### config.mk
export PLATFORM = sky130hd
export DESIGN_NAME = mult_operand_feeder
export DESIGN_NICKNAME = d
export VERILOG_FILES = /design/src/rtl/mult_operand_feeder.sv
export SDC_FILE = /design/constraint.sdc
export NUM_CORES = 1
export LEC_CHECK = 0
export CORE_UTILIZATION = 35
export CTS_BUF_LIST = sky130_fd_sc_hd__clkbuf_8
export CTS_CLUSTER_SIZE = 30
export DETAILED_ROUTE_END_ITERATION = 6
export GPL_TIMING_DRIVEN = 0
export PLACE_DENSITY = 0.61
export SLEW_MARGIN = 40
export SYNTH_ARGS = -nofsm -noshare
export SYNTH_HDL_FRONTEND = slang
export SYNTH_SLANG_ARGS = --single-unit
### constraint.sdc
create_clock -name clk -period 4.9 [get_ports clk]
set_input_delay 0.49 -clock clk [delete_from_list [all_inputs] [get_ports clk]]
set_output_delay 0.49 -clock clk [all_outputs]
set_load 0.01 [all_outputs]
### src/rtl/mult_operand_feeder.sv
// mult_operand_feeder: FIFO-buffered operand feeder driving a start/finish add-shift multiplier
// Ports: in_valid/in_ready/in_a/in_b push operand pairs; mul_start/mul_a/mul_b launch one multiply,
//        mul_finish/mul_out return it; res_valid/res_ready/res_data hold the product until consumed;
//        count is FIFO occupancy; err is a sticky multiplier-timeout flag; reset is async active-low.
module mult_operand_feeder #(
  parameter int N       = 8,
  parameter int DEPTH   = 4,
  parameter int TIMEOUT = 64
) (
  input  logic                   clk,
  input  logic                   reset,
  input  logic                   in_valid,
  output logic                   in_ready,
  input  logic [N-1:0]           in_a,
  input  logic [N-1:0]           in_b,
  output logic                   mul_start,
  output logic [N-1:0]           mul_a,
  output logic [N-1:0]           mul_b,
  input  logic                   mul_finish,
  input  logic [2*N:0]           mul_out,
  output logic                   res_valid,
  input  logic                   res_ready,
  output logic [2*N:0]           res_data,
  output logic [$clog2(DEPTH):0] count,
  output logic                   err
);
  localparam int AW = $clog2(DEPTH);
  localparam int WW = $clog2(TIMEOUT + 1);
  localparam logic [AW:0] FULL = DEPTH[AW:0];
  localparam logic [WW-1:0] W_LAST = WW'(TIMEOUT - 1);
  typedef enum logic [1:0] {IDLE, LAUNCH, WAIT, HOLD} state_t;
  state_t state_q, state_d;
  logic [2*N-1:0] mem_q [DEPTH];
  logic [2*N-1:0] mem_d [DEPTH];
  logic [AW-1:0] wr_ptr_q, wr_ptr_d, rd_ptr_q, rd_ptr_d;
  logic [AW:0] count_q, count_d;
  logic [WW-1:0] wait_q, wait_d;
  logic [N-1:0] a_q, a_d, b_q, b_d;
  logic [2*N:0] res_q, res_d;
  logic res_valid_q, res_valid_d, err_q, err_d;
  logic push, pop, nonempty;
  assign in_ready  = count_q < FULL;
  assign mul_start = state_q == LAUNCH;
  assign mul_a     = a_q;
  assign mul_b     = b_q;
  assign res_valid = res_valid_q;
  assign res_data  = res_q;
  assign count     = count_q;
  assign err       = err_q;
  always_comb begin
    nonempty    = count_q != '0;
    push        = in_valid && in_ready;
    pop         = 1'b0;
    state_d     = state_q;
    wait_d      = wait_q;
    res_d       = res_q;
    res_valid_d = res_valid_q;
    err_d       = err_q;
    a_d         = a_q;
    b_d         = b_q;
    mem_d       = mem_q;
    wr_ptr_d    = wr_ptr_q;
    rd_ptr_d    = rd_ptr_q;
    case (state_q)
      IDLE: begin
        pop     = nonempty;
        state_d = nonempty ? LAUNCH : IDLE;
      end
      LAUNCH: begin
        wait_d  = '0;
        state_d = WAIT;
      end
      WAIT: begin
        // a finish on the last allowed cycle still wins over the timeout
        if (mul_finish) begin
          res_d       = mul_out;
          res_valid_d = 1'b1;
          state_d     = HOLD;
        end else if (wait_q == W_LAST) begin
          err_d   = 1'b1;
          state_d = IDLE;
        end else begin
          wait_d = wait_q + WW'(1);
        end
      end
      HOLD: begin
        if (res_ready) begin
          res_valid_d = 1'b0;
          pop         = nonempty;
          state_d     = nonempty ? LAUNCH : IDLE;
        end
      end
      default: state_d = IDLE;
    endcase
    if (pop) begin
      {a_d, b_d} = mem_q[rd_ptr_q];
      rd_ptr_d   = rd_ptr_q + AW'(1);
    end
    if (push) begin
      mem_d[wr_ptr_q] = {in_a, in_b};
      wr_ptr_d        = wr_ptr_q + AW'(1);
    end
    count_d = count_q + {{AW{1'b0}}, push} - {{AW{1'b0}}, pop};
  end
  always_ff @(posedge clk) mem_q <= mem_d;
  always_ff @(posedge clk or negedge reset) begin
    if (!reset) begin
      state_q     <= IDLE;
      wr_ptr_q    <= '0;
      rd_ptr_q    <= '0;
      count_q     <= '0;
      wait_q      <= '0;
      a_q         <= '0;
      b_q         <= '0;
      res_q       <= '0;
      res_valid_q <= 1'b0;
      err_q       <= 1'b0;
    end else begin
      state_q     <= state_d;
      wr_ptr_q    <= wr_ptr_d;
      rd_ptr_q    <= rd_ptr_d;
      count_q     <= count_d;
      wait_q      <= wait_d;
      a_q         <= a_d;
      b_q         <= b_d;
      res_q       <= res_d;
      res_valid_q <= res_valid_d;
      err_q       <= err_d;
    end
  end
endmodule
Word-level counts from Yosys, hierarchy flattened. Cells that the tools add are included. W data, S select, Z words.

Register bits: 115. Input bits: 38. Output and inout port bits: 40. Word-level logic and storage cells: 65.

Add/subtract/negate cells: 5. Magnitude comparators: 4. Eq/ne operators: 9. Mux-type cells: 19. Bitwise logic cells: 3. Reductions and logical operators: 11.

Operator list (count): $bwmux W64 (1); $mux W16 (3); $bmux W16 S2 (1); $demux W16 S2 (1); $mux W7 (2); $pmux W7 S2 (1); $reduce_and A3 Y1 (3); $ne A2 B2 Y1 const B (4); $pmux W2 S4 (1); $add A7 B1 Y7 const B (1); $eq A7 B6 Y1 const B (1); $ge A3 B3 Y1 const B (2); $mux W2 (3); $not A2 Y3 (2); $add A2 B1 Y2 const B (2); $eq A2 B2 Y1 const B (2); $mux W1 (4); $pmux W1 S2 (2); $reduce_and A2 Y1 (2); $reduce_bool A2 Y1 (2); $add A3 B1 Y3 (1); $lt A3 B1 Y1 const B (1); $lt A3 B3 Y1 const B (1); $ne A3 B3 Y1 const B (1); other kinds (6) (7).

Longest topological paths before layout.
Word-level depth: 6. Depth in mapped cells: 11. Gate-level depth less buffers: 10.

Worst setup path before layout. Ideal clock, no wire load.

Path type: register to register. Start point: register state_q[0]. End point: register count_q[2] (netlist: count[2]). Setup time: 123 ps. Arrival: 2353 ps. Data required time: 4777 ps. Setup slack: 2424 ps. Cell stages (with the launch flop): 11. Buffers on the path: 1. Period minus slack after synthesis: 2476 ps. Cell sequence: dfrtp_1 > inv_1 > ha_1 > nor3_4 > buf_8 > ha_1 > inv_1 > ha_1 > fa_1 > xnor2_1 > xnor2_1.

Word-level cells in the longest chain between the ends: 3. Elaborated cells on any way between the ends: 4. Those cells by class: 1 x add/sub; 1 x eq/ne; 1 x mux; 1 x reduce/logical.

RTL lines: from (decl) (line 32) `state_t state_q, state_d;`; from (signal assigned) (line 119) `state_q <= state_d;`; $eq A2 B2 Y1 or $logic_not A2 Y1 (tied branches) (line 64) `case (state_q)`; $pmux W1 S2 * (line 64); via pop (line 41) `logic push, pop, nonempty;`; $sub A3 B1 Y3 * (line 103) `count_d = count_q + {{AW{1'b0}}, push} - {{AW{1'b0}}, pop};`; via count_d[2] (line 36) `logic [AW:0] count_q, count_d;`; to (signal assigned) (line 122) `count_q <= count_d;`; to (decl) (line 36).

The timed path passes the listed nets; every way through them passes the cells marked *. A chain may end at the register's enable or synchronous reset.

Final worst setup path. Same ends and word-level chain as after synthesis.

==> flow_summary.ini <==
[outcome]
run_status = finished clean

[detailed_routing]
wirelength_mm = 8.304
viasPerCell = 4.582
drtPass1Iterations = 4
drc = 0
vias = 2479
wl_per_cell_um = 15.35
ant_nets = 0
drt_iter0_drc = 111

[layout]
final_cell_mix = clkdlybuf4s50_1 (76), edfxtp_1 (64), dfrtp_1 (51), mux2_2 (27)
fin_nets = 406
synthToLayoutAreaGrowth_pct = 30.14
final_common_cell = clkdlybuf4s50_1
drive_above_1_share_pct = 23.58
diodes = 0

[timing]
fmax_mhz = 354.9
maxSlewHeadroom_pct = 54.76
finClkSkew_ps = 14.52
fin_crit_ps = 2818
setup_tns_ps = 0
final-setup-viol-count = 0
hold_slack_ps = 476.4
fin_crit_sh_pct = 57.51
slew_viol_final = 0
rsz0062_at_grt = no
hold_violations = 0
tightestPinTransition_ps = 676.5

[floorplanning]
ios = 78
initial_utilization_pct = 36.35
dieArea_um2 = 13790
die_w_um = 117.4
die_h_um = 117.4
row_count = 41
core_um2 = 12820

[synth]
synth_top_family_by_area = multiplexers
ys_ff_latch = 115
synth_adder_area_share_pct = 3.382
synth_mux_area_share_pct = 17.69
seq_area_frac_synth_pct = 68.60
synth_top_area_share_pct = 41.22
synth-compound-area-share_pct = 3.167
ys.warnings.count = 0
ys_types = 36
syn_area_um2 = 4662
synth_area_leaders = edfxtp_1 (41%), dfrtp_1 (27%), mux2_2 (6.5%)
synthSimpleGateAreaFrac_pct = 3.543
syn_avg_cell_area_um2 = 18.07
synth_xor_area_share_pct = 0.9393
synth_top_area_cell = edfxtp_1
syn_nets = 308
synthCells = 258

[global_route]
grt_max_degree = 30
antenna_found_initial = 0
grt_first_pass_wirelength_mm = 13.84
track_usage_pct = 13.18
grt_pass1_vias = 2620
grt_remaining_overflow = 0

[setup_path]
crit_fanout = 10
critical_path.startpoint_type = flip-flop
r2r-end = count[2]
end_kind = flip-flop
crit_required_ps = 5180
r2r_cells = 10
arrival_ps = 3100
r2r_start = state_q[0]
ff2ff_setup_slack_ps = 2080
criticalPathCategory = flip-flop to flip-flop

[job]
maxCapViolations = 0

[power]
power.density_nw_per_um2 = 597.4
peakVddDrop_v = 0.0002936
p_leak_nw = 2.326

[cts]
root_buffer = clkbuf_8
cts_resized = 0
cts_setup_buffers = 0
h-tree-depth = 4
insertion_delay_ps = 410
numCtsBuffers = 17
cts_buffer_depth = 2
holdBufCountCts = 1
cts.clk_slew.worst_paths_ps = 70
cts_tree = yes
clock-sinks = 115

[hold_path]
hp-class = flip-flop to flip-flop
hold_end = err
hp-start = err
hold_path_depth = 2

[placed_design]
globalplace.congestion = 0.7242
place_hpwl_mm = 5.274
port_buffers = 77
==> cell type report <==
type | count | area [um^2]
clock buffer | 17 | 234.0
timing repair buffer | 79 | 798.3
inverter | 13 | 48.80
tap | 172 | 215.2
fill | 1114 | 6758
clock inverter | 15 | 152.6
sequential | 115 | 3198
multi-input combinational | 121 | 1344
buffer | 9 | 76.32
==> critical path, cell delays in order, from the launching register on <==
cell	delay (ps)
dfrtp_1	390
inv_1	80
ha_1	360
nor3_4	610
buf_8	250
ha_1	140
inv_1	40
ha_1	180
fa_1	380
xnor2_1	140
xnor2_1	130
==> where the power goes <==
| part | total [mW] | switching [mW] | internal [mW] |
|---|---|---|---|
| Combinational | 1.34 | 0.558 | 0.786 |
| Sequential | 1.42 | 0.124 | 1.30 |
| Clock | 0.860 | 0.369 | 0.491 |
| Total | 3.62 | 1.05 | 2.57 |
==> metal layers <==
| layer | global-route usage [%] | up-vias | routed length, um | share of wire [%] |
|---|---|---|---|---|
| li1 | - | 1176 | - | - |
| met1 | 16.91 | 1223 | 3887 | 47 |
| met2 | 20.82 | 76 | 3947 | 48 |
| met3 | 4.669 | 4 | 434 | 5.2 |
| met4 | 4.140 | 0 | 35 | 0.42 |
| met5 | 0 | - | 0 | 0 |
==> worst max-delay path by stage <==
stage / start / to / slack, ps / cells past startpoint
final: state_q[0] / count[2] / 2080 / 10
after global routing: state_q[0] / count[2] / 1850 / 10
after CTS: state_q[0] / count[2] / 2030 / 10
after detailed placement: res_ready / count[2] / 1820 / 10
after global placement: reset / mul_a[5] / 1600 / 1
after floorplan: state_q[0] / count[2] / 2420 / 10
==> synth_stat cells (all sizes together) <==
cell and instances:
edfxtp 64, dfrtp 51, mux2 35, mux4 16, inv 13, nand2 12, ha 11, o21ai 8
buf 7, a21oi 4, a22o 4, and2 4, xnor2 4, nand2b 3, nand4 3, o31ai 3
a21boi 2, clkbuf 2, nand3 2, nor2 2, nor3 2, and2b 1, fa 1, mux2i 1
o22ai 1, or3 1, xor2 1
==> sequential cells by signal (all words and copies together), names as in the netlist <==
signal     cells
mem_q         64
res_data      17
mul_a          8
mul_b          8
wait_q         7
count          3
rd_ptr_q       2
state_q        2
wr_ptr_q       2
err            1
res_valid      1
==> through the flow <==
| step | setup slack [ps] | power [mW] | cell area [um^2] | utilization [%] | std cells |
|---|---|---|---|---|---|
| after global placement | 1605 | 2.782 | 5648 | 44.04 | 507 |
| final | 2082 | 3.625 | 6067 | 47.31 | 541 |
| after detailed placement | 1824 | 2.812 | 5670 | 44.21 | 508 |
| after global routing | 1848 | 3.844 | 6067 | 47.31 | 541 |
| after floorplan | 2424 | 2.253 | 4662 | - | 258 |
| after CTS | 2031 | 3.688 | 6067 | 47.31 | 541 |
==> logic make-up (layout without fill, tap and decap cells) <==
logic type	after synthesis	after routing
XOR/XNOR	5	5
buffers and inverters	22	133
adder cells (fa/ha/maj)	12	12
AND/OR/NAND/NOR	30	30
flip-flops	115	115
multiplexers	52	52
AO/OA/AOI/OAI	22	22
(Power assumes the default switching activity.)
